**src/rtl/mem_arbiter.sv**
```systemverilog
// Arbiter sharing one single-port synchronous RAM between fetch (I) and load/store (D).
// Optional starvation guard for the fetch side is enabled with `define MEM_ARB_FAIR_EN.

`ifndef WORD_LEN
`define WORD_LEN 32
`endif

module mem_arbiter #(
    parameter int unsigned ADDR_W     = 12,
    parameter int unsigned STARVE_MAX = 4
) (
    input  logic                 clk,
    input  logic                 rst_n,

    input  logic                 i_req,
    input  logic [`WORD_LEN-1:0] i_addr,
    output logic                 i_gnt,
    output logic                 i_rvalid,
    output logic [`WORD_LEN-1:0] i_rdata,
    output logic                 i_err,

    input  logic                 d_req,
    input  logic                 d_we,
    input  logic [3:0]           d_wstrb,
    input  logic [`WORD_LEN-1:0] d_addr,
    input  logic [`WORD_LEN-1:0] d_wdata,
    output logic                 d_gnt,
    output logic                 d_rvalid,
    output logic [`WORD_LEN-1:0] d_rdata,
    output logic                 d_err,

    output logic                 ram_en,
    output logic [3:0]           ram_we,
    output logic [ADDR_W-1:0]    ram_addr,
    output logic [`WORD_LEN-1:0] ram_wdata,
    input  logic [`WORD_LEN-1:0] ram_rdata
);

    localparam int unsigned W = `WORD_LEN;

    logic i_bad;
    logic d_bad;
    logic i_rvalid_q, i_err_q;
    logic d_rvalid_q, d_err_q, d_wr_q;

    // Misaligned, or any bit set above the RAM's word index range.
    assign i_bad = (i_addr[1:0] != 2'b00) | (i_addr[W-1:ADDR_W+2] != '0);
    assign d_bad = (d_addr[1:0] != 2'b00) | (d_addr[W-1:ADDR_W+2] != '0);

`ifdef MEM_ARB_FAIR_EN
    localparam int unsigned CW = $clog2(STARVE_MAX + 1);

    logic [CW-1:0] starve_q, starve_d;
    logic          starve_force;

    assign starve_force = (starve_q == CW'(STARVE_MAX));

    always_comb begin
        i_gnt = rst_n & i_req & (~d_req | starve_force);
        d_gnt = rst_n & d_req & ~i_gnt;
    end

    always_comb begin
        starve_d = starve_q;
        if (i_gnt || !i_req) begin
            starve_d = '0;
        end else if (d_gnt) begin
            starve_d = starve_q + 1'b1;
        end
    end

    always_ff @(posedge clk or negedge rst_n) begin
        if (!rst_n) begin
            starve_q <= '0;
        end else begin
            starve_q <= starve_d;
        end
    end
`else
    always_comb begin
        i_gnt = rst_n & i_req & ~d_req;
        d_gnt = rst_n & d_req;
    end
`endif

    always_comb begin
        ram_en    = 1'b0;
        ram_we    = 4'b0000;
        ram_addr  = i_addr[ADDR_W+1:2];
        ram_wdata = d_wdata;
        if (d_gnt) begin
            ram_en   = ~d_bad;
            ram_addr = d_addr[ADDR_W+1:2];
            if (d_we && !d_bad) begin
                ram_we = d_wstrb;
            end
        end else if (i_gnt) begin
            ram_en = ~i_bad;
        end
    end

    always_ff @(posedge clk or negedge rst_n) begin
        if (!rst_n) begin
            i_rvalid_q <= 1'b0;
            i_err_q    <= 1'b0;
            d_rvalid_q <= 1'b0;
            d_err_q    <= 1'b0;
            d_wr_q     <= 1'b0;
        end else begin
            i_rvalid_q <= i_gnt;
            i_err_q    <= i_gnt & i_bad;
            d_rvalid_q <= d_gnt;
            d_err_q    <= d_gnt & d_bad;
            d_wr_q     <= d_gnt & d_we;
        end
    end

    // Read data is only exposed for good reads; errors and write acks return zero.
    always_comb begin
        i_rvalid = i_rvalid_q;
        i_err    = i_err_q;
        d_rvalid = d_rvalid_q;
        d_err    = d_err_q;
        i_rdata  = (i_rvalid_q && !i_err_q) ? ram_rdata : '0;
        d_rdata  = (d_rvalid_q && !d_err_q && !d_wr_q) ? ram_rdata : '0;
    end

endmodule

```
**config.mk**
```make
export PLATFORM = sky130hd
export DESIGN_NAME = mem_arbiter
export DESIGN_NICKNAME = d
export VERILOG_FILES = /design/src/rtl/mem_arbiter.sv
export SDC_FILE = /design/constraint.sdc
export NUM_CORES = 1
export LEC_CHECK = 0
export BUFFER_PORTS_ARGS = -buffer_cell sky130_fd_sc_hd__buf_2
export CORE_AREA = 4 4 96 98
export DETAILED_ROUTE_END_ITERATION = 7
export DIE_AREA = 0 0 100 102
export GPL_TIMING_DRIVEN = 0
export PLACE_DENSITY = 0.53
export SLEW_MARGIN = 20
export SYNTH_ARGS = -nofsm -noshare
export SYNTH_HDL_FRONTEND = slang
export SYNTH_SLANG_ARGS = --single-unit
```
**constraint.sdc**
```tcl
create_clock -name clk -period 1.2 [get_ports clk]
set_input_delay 0.18 -clock clk [delete_from_list [all_inputs] [get_ports clk]]
set_output_delay 0.18 -clock clk [all_outputs]
set_load 0.05 [all_outputs]
```
==> impl_metrics.env, run 1 <==
export IMPL_clock_power_share_pct=14.6
export IMPL_gate_family_responsible_for_the_most_delay_along_the_worst_path="buffers and inverters"
export IMPL_power_switching_w=0.000978
export IMPL_h_tree_depth=1
export IMPL_power_density_nw_per_um2=541
export IMPL_tightest_slew_ns=0.264
export IMPL_number_of_antenna_violations_at_the_first_check_in_global_routing=0
export IMPL_number_of_i_o_pins=256
export IMPL_area_delta_synth_final_pct=248
export IMPL_cts_num_sinks=5
export IMPL_hold_viol_final=0
export IMPL_diodes=0
export IMPL_drt_iter0_markers=6
export IMPL_fp_dieArea_um2=10200
export IMPL_totalPowerFinal_w=0.00210
export IMPL_regArea_um2=130
export IMPL_finalMaxSlewViolations=0
export IMPL_multi_input_area_um2=1030
export IMPL_leakage_power_total_nw=2.00
export IMPL_max_slew_margin_rel_pct=82.2
export IMPL_via_per_inst=3.87
export IMPL_worst_ep_required_time_ns=1.02
export IMPL_postRouteWirelength_um=7360
export IMPL_utilization_pct=45.9
export IMPL_ys_warn_count=0
export IMPL_critical_path_class="reg -> out"
export IMPL_cap_violations=0
export IMPL_failed_checks="negative setup slack"
export IMPL_worstHoldStart="d_req"
export IMPL_layout_setup_ws_ns=-0.404
export IMPL_report_final_setup_viol=69
export IMPL_netlist_area_um2=1120
export IMPL_pwr_share_comb_pct=76.6
export IMPL_crit_cells=5
export IMPL_cts_root_to_sink_buffers=2
export IMPL_drt_first_pass_iters=4
export IMPL_num_nets_final=530
export IMPL_syn_avg_cell_area_um2=7.44
export IMPL_largest_stage_delay_worst_path_ns=0.39
export IMPL_tritoncts="yes"
export IMPL_synth_largest_area_cell="sky130_fd_sc_hd__and2_1"
export IMPL_timing_critical_path_fanout_max=6
export IMPL_crit_path_dat_ns=1.42
export IMPL_vias=1934
export IMPL_critical_path_s_slowest_cell="sky130_fd_sc_hd__dfrtp_1"
export IMPL_timing_critical_path_from_type="flip-flop"
export IMPL_top_area_cell_type_share_of_the_netlist_area_pct=35.9
export IMPL_clk_pin_slew_ns=0.04
export IMPL_cts_buffers_inserted=3
export IMPL_seq_area_frac_synth_pct=11.2
export IMPL_numPortBuffers=223
export IMPL_ys_ff_latch=5
export IMPL_synth_cell_type_count=18
export IMPL_fin_crit_ns=1.60
export IMPL_floorplan_core_area_um2=8470
export IMPL_gate_count_of_the_mapped_netlist=150
export IMPL_power_sequential_fraction_pct=8.8
export IMPL_maxClockFrequency_mhz=623
export IMPL_crit_path_end_kind="output port"
export IMPL_die_height_um=102
export IMPL_layout_common_cells="134 x sky130_fd_sc_hd__buf_2, 84 x sky130_fd_sc_hd__buf_8, 64 x sky130_fd_sc_hd__and2_4, 37 x sky130_fd_sc_hd__buf_4, 15 x sky130_fd_sc_hd__buf_6"
export IMPL_hold_class="in -> reg"
export IMPL_dp_final_hpwl_um=5540
export IMPL_cts_root_buffer="sky130_fd_sc_hd__clkbuf_8"
export IMPL_grt_setup_unrepaired="yes"
export IMPL_p_int_w=0.00112
export IMPL_final_antenna_net_count=0
export IMPL_switching_share_pct=46.5
export IMPL_number_of_global_route_vias_before_repair=1896
export IMPL_syn_num_nets=287
export IMPL_worstPathBufferInverterCount=3
export IMPL_fin_crit_sh_pct=134
export IMPL_outcome="finished with violations"
export IMPL_chipWidth_um=100
export IMPL_startpoint="d_wr_q$_DFF_PN0_"
export IMPL_grt_first_pass_wirelength_um=9580
export IMPL_initial_utilization_pct=13.2
export IMPL_timing_critical_path_cells="nor3b_4 -> buf_6 -> clkbuf_16 -> and2_4 -> buf_8"
export IMPL_global_route_total_usage_across_every_layer_pct=11.8
export IMPL_route_detailed_drc=0
export IMPL_n_fill_cell=787
export IMPL_std_cell_rows=34
export IMPL_gp_routability_congestion=0.764
export IMPL_synth_top_cells_by_area="sky130_fd_sc_hd__and2_1 36%, sky130_fd_sc_hd__buf_4 22%, sky130_fd_sc_hd__mux2_2 12%"
export IMPL_post_route_worst_hold_slack_ns=0.166
export IMPL_grt_start_max_net_pins=11
export IMPL_routed_wire_length_per_instance_um=14.7
export IMPL_drive_above_1_share_pct=96.2
export IMPL_min_delay_path_depth=2
export IMPL_most_common_cell_after_layout_fill_and_taps_aside="sky130_fd_sc_hd__buf_2"
export IMPL_vdd_ir_drop_worst_uv=444
export IMPL_grt_overflow_total=0
through the flow:
stage	std cells	TNS (ns)	cell area, um2	worst slack [ns]
global placement	481	-24.29	2640	-0.467
CTS	494	-25.75	3580	-0.425
finish	500	-22.62	3890	-0.404
global route	500	-26.23	3890	-0.458
detailed placement	481	-24.33	2640	-0.449
floorplan	150	-9.54	1390	-0.191
synthesized netlist by cell type:
| cell type | instances |
|---|---|
| sky130_fd_sc_hd__inv_1 | 1 |
| sky130_fd_sc_hd__nand2_1 | 3 |
| sky130_fd_sc_hd__nor2_1 | 3 |
| sky130_fd_sc_hd__clkbuf_1 | 6 |
| sky130_fd_sc_hd__nor3_1 | 1 |
| sky130_fd_sc_hd__and3_1 | 5 |
| sky130_fd_sc_hd__nand3_1 | 2 |
| sky130_fd_sc_hd__buf_6 | 1 |
| sky130_fd_sc_hd__nor2b_1 | 1 |
| sky130_fd_sc_hd__nor4_1 | 10 |
| sky130_fd_sc_hd__mux2_2 | 12 |
| sky130_fd_sc_hd__and2_1 | 64 |
| sky130_fd_sc_hd__nand2_2 | 1 |
| sky130_fd_sc_hd__buf_4 | 32 |
| sky130_fd_sc_hd__dfrtp_1 | 5 |
| sky130_fd_sc_hd__a22o_2 | 1 |
| sky130_fd_sc_hd__nor3b_2 | 1 |
| sky130_fd_sc_hd__nor2_4 | 1 |
power groups by stage:
| stage | Combinational [W] | Sequential (W) | Clock (W) |
|---|---|---|---|
| global route | 0.00168 | 0.000185 | 0.000329 |
| detailed placement | 0.00124 | 0.000187 | 0 |
| CTS | 0.00150 | 0.000185 | 0.000317 |
| finish | 0.00161 | 0.000184 | 0.000308 |
| global placement | 0.00123 | 0.000186 | 0 |
| floorplan | 0.000858 | 0.000207 | 0 |
per-layer routing:
layer | track usage (%) | share of wire (%) | up-vias | routed length [um]
li1 | - | - | 939 | -
met2 | 22.7 | 56 | 128 | 4130
met3 | 2.59 | 9.4 | 4 | 694
met5 | 0 | 0 | - | 0
met4 | 3.42 | 0.72 | 0 | 53
met1 | 13.0 | 34 | 863 | 2490
state kept, by name, indices dropped and copies added (netlist names):
register / count
d_err: 1
d_wr_q: 1
i_rvalid: 1
i_err: 1
d_rvalid: 1
cell type report:
class                   instances  area share [%]
well taps                     108            3.47
flip-flops and latches          5            3.35
multi-input cells             105            26.6
clock buffers                   4            1.16
repair buffers                238            56.1
inverters                       1           0.193
plain buffers                  39            9.14
final timing paths:
check,end
min in group asynchronous,i_err$_DFF_PN0_
worst max-delay path,d_rdata[8]
worst min-delay path,i_err$_DFF_PN0_
max in group asynchronous,d_err$_DFF_PN0_
timing repair:
item,in CTS,in global routing
cloned,2,4
pin swaps,10,11
endpoints found under the hold margin,5,0
hold buffers,1,0
setup buffers,6,2
setup endpoints to repair,83,76
gates resized for setup,237,49
logic make-up after synthesis:
kind of cell,Yosys count,share of synthesized area [%]
simple gates,92,50.9
buf+inv,40,24.9
mux,12,12.1
flops,5,11.2
compound gates,1,0.897
(Power assumes the default switching activity.)
==> run 2, diff against run 1 <==
Settings changed: CORE_AREA 4 4 96 98 to 4 4 98 100, DIE_AREA 0 0 100 102 to 0 0 102 104, PLACE_DENSITY 0.53 to 0.51, SLEW_MARGIN 20 to not set.
Clock period 1.2 ns to 2 ns, I/O delays scaled along.
==> impl_metrics.env, run 2 (same netlist as run 1, synthesis figures left out) <==
export IMPL_outcome="finished clean"
export IMPL_h_tree_depth=1
export IMPL_timing_critical_path_from_type="flip-flop"
export IMPL_cts_num_sinks=5
export IMPL_layout_setup_ws_ns=0.150
export IMPL_fin_setup_tns_ns=0
export IMPL_vias=1825
export IMPL_std_cell_rows=34
export IMPL_clk_pin_slew_ns=0.03
export IMPL_cap_violations=0
export IMPL_tightest_slew_ns=0.276
export IMPL_route_detailed_drc=0
export IMPL_post_route_worst_hold_slack_ns=0.300
export IMPL_most_common_cell_after_layout_fill_and_taps_aside="sky130_fd_sc_hd__buf_2"
export IMPL_cts_buffers_inserted=3
export IMPL_grt_first_pass_wirelength_um=8250
export IMPL_routed_wire_length_per_instance_um=11.6
export IMPL_grt_start_max_net_pins=11
export IMPL_finalMaxSlewViolations=0
export IMPL_max_slew_margin_rel_pct=81.8
export IMPL_numPortBuffers=223
export IMPL_number_of_antenna_violations_at_the_first_check_in_global_routing=1
export IMPL_initial_utilization_pct=12.9
export IMPL_timing_critical_path_fanout_max=10
export IMPL_final_cell_area_um2=2440
export IMPL_crit_path_end_kind="output port"
export IMPL_chipWidth_um=102
export IMPL_gp_routability_congestion=0.679
export IMPL_p_int_w=0.000466
export IMPL_grt_overflow_total=0
export IMPL_area_delta_synth_final_pct=118
export IMPL_switching_share_pct=52.3
export IMPL_report_final_setup_viol=0
export IMPL_power_density_nw_per_um2=401
export IMPL_critical_path_class="reg -> out"
export IMPL_pwr_share_comb_pct=70.3
export IMPL_postPlaceCellArea_um2=2370
export IMPL_number_of_i_o_pins=256
export IMPL_postRouteWirelength_um=5660
export IMPL_detailedPlace_worstSlack_ns=0.118
export IMPL_die_height_um=104
export IMPL_num_nets_final=516
export IMPL_post_cts_repair_setup_buffers=0
export IMPL_power_sequential_fraction_pct=11.2
export IMPL_drt_iter0_markers=21
export IMPL_power_switching_w=0.000511
export IMPL_layout_common_cells="223 x sky130_fd_sc_hd__buf_2, 64 x sky130_fd_sc_hd__and2_1, 32 x sky130_fd_sc_hd__buf_4, 12 x sky130_fd_sc_hd__mux2_2, 10 x sky130_fd_sc_hd__nor4_1"
export IMPL_global_route_total_usage_across_every_layer_pct=9.39
export IMPL_cts_root_to_sink_buffers=2
export IMPL_dp_final_hpwl_um=5320
export IMPL_floorplan_core_area_um2=8680
export IMPL_fin_crit_sh_pct=92.5
export IMPL_clock_power_share_pct=18.6
export IMPL_cts_root_buffer="sky130_fd_sc_hd__clkbuf_8"
export IMPL_maxClockFrequency_mhz=541
export IMPL_tritoncts="yes"
export IMPL_fp_dieArea_um2=10600
export IMPL_leakage_power_total_nw=1.56
export IMPL_worst_ep_required_time_ns=1.70
export IMPL_diodes=0
export IMPL_drt_first_pass_iters=2
export IMPL_startpoint="d_err$_DFF_PN0_"
export IMPL_worstHoldStart="d_req"
export IMPL_fin_crit_ns=1.85
export IMPL_grt_setup_unrepaired="no"
export IMPL_hold_viol_final=0
export IMPL_crit_path_dat_ns=1.55
export IMPL_final_antenna_net_count=0
export IMPL_vdd_ir_drop_worst_uv=168
export IMPL_hold_class="in -> reg"
export IMPL_number_of_global_route_vias_before_repair=1811
export IMPL_drive_above_1_share_pct=74.6
export IMPL_via_per_inst=3.76
-- run 2: cell types whose count changed in the layout (fill, tap and decap cells not counted), moves of 6 or more --
cell / before / now
sky130_fd_sc_hd__mux2_2: 4 / 12
sky130_fd_sc_hd__clkbuf_2: 0 / 6
sky130_fd_sc_hd__buf_8: 84 / 0
sky130_fd_sc_hd__buf_2: 134 / 223
sky130_fd_sc_hd__mux2_4: 8 / 0
sky130_fd_sc_hd__and2_1: 0 / 64
sky130_fd_sc_hd__buf_6: 15 / 1
sky130_fd_sc_hd__and2_4: 64 / 0
-- run 2: worst max-delay path, cell delays in order (launching register included) --
cell and delay, ns:
sky130_fd_sc_hd__dfrtp_1 0.39, sky130_fd_sc_hd__nor3b_4 0.29, sky130_fd_sc_hd__clkbuf_2 0.24, sky130_fd_sc_hd__and2_1 0.15, sky130_fd_sc_hd__buf_2 0.26
-- run 2: final cells by class --
class | count | area (um2)
tap | 108 | 135
buffer | 39 | 282
inverter | 1 | 3.75
fill | 962 | 6240
timing repair buffer | 224 | 1130
clock buffer | 4 | 45.0
multi-input combinational | 105 | 722
sequential | 5 | 125
-- run 2: timing repair --
action                                  in CTS  in global routing
gates resized for setup                      3                 10
hold endpoints to repair                     5                  0
hold buffers                                 1                  0
pin swaps                                    0                  0
endpoints found under the setup margin      60                 32
-- run 2: stage by stage --
step	power [W]	cells	utilization, %
2_1_floorplan	0.000589	150	-
3_3_place_gp	0.000795	481	27.3
3_5_place_dp	0.000800	481	27.3
4_1_cts	0.000992	486	28.0
5_1_grt	0.00103	486	28.1
6_report	0.000977	486	28.1
-- run 2: path summary, 6_finish.rpt --
check	to	cells past startpoint
setup / recovery	d_rdata[24]	4
hold / removal	i_err$_DFF_PN0_	2
max in group asynchronous	d_rvalid$_DFF_PN0_	2
min in group asynchronous	i_rvalid$_DFF_PN0_	2
-- run 2: power groups by stage --
stage	clock network, W	registers [W]	logic, W
final	0.000181	0.000109	0.000687
after global routing	0.000195	0.000110	0.000728
after CTS	0.000188	0.000109	0.000694
after detailed placement	0	0.000109	0.000691
after global placement	0	0.000109	0.000686
after floorplan	0	0.000122	0.000466
-- run 2: metal layers --
| layer | track usage [%] | share of wire (%) | up-vias | wire, um |
|---|---|---|---|---|
| met1 | 9.34 | 32 | 763 | 1810 |
| met5 | 0 | 0.35 | - | 20 |
| met2 | 19.0 | 53 | 141 | 3000 |
| li1 | - | - | 915 | - |
| met4 | 2.25 | 0.48 | 2 | 27 |
| met3 | 1.88 | 14 | 4 | 789 |
==> run 3, diff against run 2 <==
Settings changed: ABC_AREA set to 1, CELL_PAD_IN_SITES_DETAIL_PLACEMENT set to 0, CELL_PAD_IN_SITES_GLOBAL_PLACEMENT set to 1, CORE_AREA 4 4 98 100 to not set, CORE_MARGIN set to 4, CORE_UTILIZATION set to 13, DIE_AREA 0 0 102 104 to not set, PLACE_DENSITY 0.51 to 0.89, RECOVER_POWER set to 50.
==> impl_metrics.env, run 3 <==
export IMPL_grt_start_max_net_pins=12
export IMPL_outcome="finished clean"
export IMPL_vdd_ir_drop_worst_uv=173
export IMPL_post_cts_repair_setup_buffers=0
export IMPL_hold_class="in -> reg"
export IMPL_postRouteWirelength_um=6300
export IMPL_cap_violations=0
export IMPL_drive_above_1_share_pct=49.6
export IMPL_routed_wire_length_per_instance_um=11.0
export IMPL_seq_area_frac_synth_pct=10.5
export IMPL_placedCellCount=569
export IMPL_synth_top_cells_by_area="sky130_fd_sc_hd__nor2_1 26%, sky130_fd_sc_hd__buf_4 20%, sky130_fd_sc_hd__nand2_1 17%"
export IMPL_hold_viol_final=0
export IMPL_number_of_global_route_vias_before_repair=2089
export IMPL_final_antenna_net_count=0
export IMPL_gate_count_of_the_mapped_netlist=238
export IMPL_timing_critical_path_from_type="flip-flop"
export IMPL_grt_overflow_total=0
export IMPL_cts_num_sinks=5
export IMPL_maxClockFrequency_mhz=518
export IMPL_netlist_area_um2=1190
export IMPL_syn_num_nets=375
export IMPL_cts_root_buffer="sky130_fd_sc_hd__clkbuf_8"
export IMPL_most_common_cell_after_layout_fill_and_taps_aside="sky130_fd_sc_hd__buf_2"
export IMPL_clk_pin_slew_ns=0.03
export IMPL_power_density_nw_per_um2=408
export IMPL_area_delta_synth_final_pct=105
export IMPL_synth_most_common_cell="sky130_fd_sc_hd__nor2_1"
export IMPL_tritoncts="yes"
export IMPL_layout_setup_ws_ns=0.0692
export IMPL_drt_iter0_markers=69
export IMPL_tightest_slew_ns=0.672
export IMPL_number_of_i_o_pins=256
export IMPL_chipWidth_um=104
export IMPL_fp_dieArea_um2=10800
export IMPL_top_area_cell_type_share_of_the_netlist_area_pct=26.4
export IMPL_initial_utilization_pct=13.5
export IMPL_dp_final_hpwl_um=5830
export IMPL_cts_root_to_sink_buffers=2
export IMPL_layout_common_cells="167 x sky130_fd_sc_hd__buf_2, 84 x sky130_fd_sc_hd__nor2_1, 54 x sky130_fd_sc_hd__nand2_1, 47 x sky130_fd_sc_hd__clkbuf_1, 37 x sky130_fd_sc_hd__inv_1"
export IMPL_synth_largest_area_cell="sky130_fd_sc_hd__nor2_1"
export IMPL_cts_buffers_inserted=3
export IMPL_diodes=0
export IMPL_timing_critical_path_fanout_max=10
export IMPL_via_per_inst=3.64
export IMPL_number_of_flops_mapped_to_enable_cells_by_yosys=0
export IMPL_synth_async_reset_ratio_pct=100
export IMPL_grt_first_pass_wirelength_um=9710
export IMPL_fin_crit_ns=1.93
export IMPL_std_cell_rows=34
export IMPL_ys_warn_count=0
export IMPL_post_synth_most_frequent_cells="84 x sky130_fd_sc_hd__nor2_1, 54 x sky130_fd_sc_hd__nand2_1, 37 x sky130_fd_sc_hd__inv_1, 32 x sky130_fd_sc_hd__buf_4, 10 x sky130_fd_sc_hd__nor2_2"
export IMPL_fin_cells=574
export IMPL_critical_path_class="reg -> out"
export IMPL_detailedPlace_worstSlack_ns=0.133
export IMPL_die_height_um=104
export IMPL_vias=2091
export IMPL_global_route_total_usage_across_every_layer_pct=10.6
export IMPL_totalPowerFinal_w=0.00100
export IMPL_syn_avg_cell_area_um2=5.02
export IMPL_route_detailed_drc=0
export IMPL_num_nets_final=604
export IMPL_max_slew_margin_rel_pct=55.4
export IMPL_yosys_most_used_dff="sky130_fd_sc_hd__dfrtp_1"
export IMPL_grt_setup_unrepaired="no"
export IMPL_crit_path_end_kind="output port"
export IMPL_numPortBuffers=223
export IMPL_drt_first_pass_iters=4
export IMPL_gp_routability_congestion=0.794
export IMPL_number_of_antenna_violations_at_the_first_check_in_global_routing=0
export IMPL_floorplan_core_area_um2=8850
export IMPL_ys_ff_latch=5
export IMPL_fin_crit_sh_pct=96.5
export IMPL_h_tree_depth=1
export IMPL_finalMaxSlewViolations=0
export IMPL_worst_ep_required_time_ns=1.70
export IMPL_synth_cell_type_count=14
export IMPL_leakage_power_total_nw=1.66
export IMPL_report_final_setup_viol=0
export IMPL_crit_path_dat_ns=1.63
-- run 3: area by class of cell --
class / instances / area (um2)
Inverter: 37 / 139
Sequential cell: 5 / 125
Tap cell: 108 / 135
Timing Repair Buffer: 224 / 1080
Clock buffer: 4 / 45.0
Buffer: 41 / 305
Fill cell: 1045 / 6400
Multi-Input combinational cell: 155 / 624
-- run 3: metrics by stage --
stage	hold slack, ns	setup TNS, ns	cell area (um2)	utilization [%]
3_3_place_gp	0.127	0	2440	27.6
5_1_grt	0.317	0	2450	27.7
4_1_cts	0.288	0	2500	28.3
2_1_floorplan	0.00441	-4.44	1190	-
6_report	0.293	0	2450	27.7
3_5_place_dp	0.131	0	2440	27.6
-- run 3: logic make-up (layout without fill, tap and decap cells) --
| logic type | count (synthesis) | in the layout | share of synthesized area, % |
|---|---|---|---|
| simple gates | 155 | 155 | 52.3 |
| buf+inv | 78 | 306 | 37.2 |
| flops | 5 | 5 | 10.5 |
-- run 3: repair_timing --
action / 4_1_cts / 5_1_grt
gates resized for setup: 1 / 1
hold endpoints to repair: 5 / 0
hold buffers: 1 / 0
pin swaps: 0 / 0
setup endpoints to repair: 1 / 1
-- run 3: power by group --
| group | internal (W) | switching (W) |
|---|---|---|
| clock network | 0.000136 | 0.0000434 |
| logic | 0.000204 | 0.000508 |
| registers | 0.000106 | 0.00000257 |
-- run 3: metal layers --
metal	vias to the layer above	routed length [um]	track usage (%)
li1	1101	-	-
met1	870	2450	12.1
met2	118	3220	19.8
met3	2	599	2.80
met4	0	27	1.80
met5	-	0	0
-- run 3: worst max-delay path, cell delays in order, from the launching register on --
cell and delay, ns:
sky130_fd_sc_hd__dfrtp_1 0.37, sky130_fd_sc_hd__or3b_1 0.39, sky130_fd_sc_hd__buf_6 0.14, sky130_fd_sc_hd__buf_6 0.13, sky130_fd_sc_hd__nor2_1 0.15, sky130_fd_sc_hd__buf_4 0.23
-- run 3: path summary, 6_finish.rpt --
path                                  from            endpoint  slack [ns]  depth (start not counted)
worst max-delay path       d_err$_DFF_PN0_         d_rdata[19]        0.07                          5
worst min-delay path                 d_req  i_rvalid$_DFF_PN0_        0.29                          2
max in group asynchronous            rst_n     d_err$_DFF_PN0_        1.30                          2
min in group asynchronous            rst_n  d_rvalid$_DFF_PN0_        0.52                          2
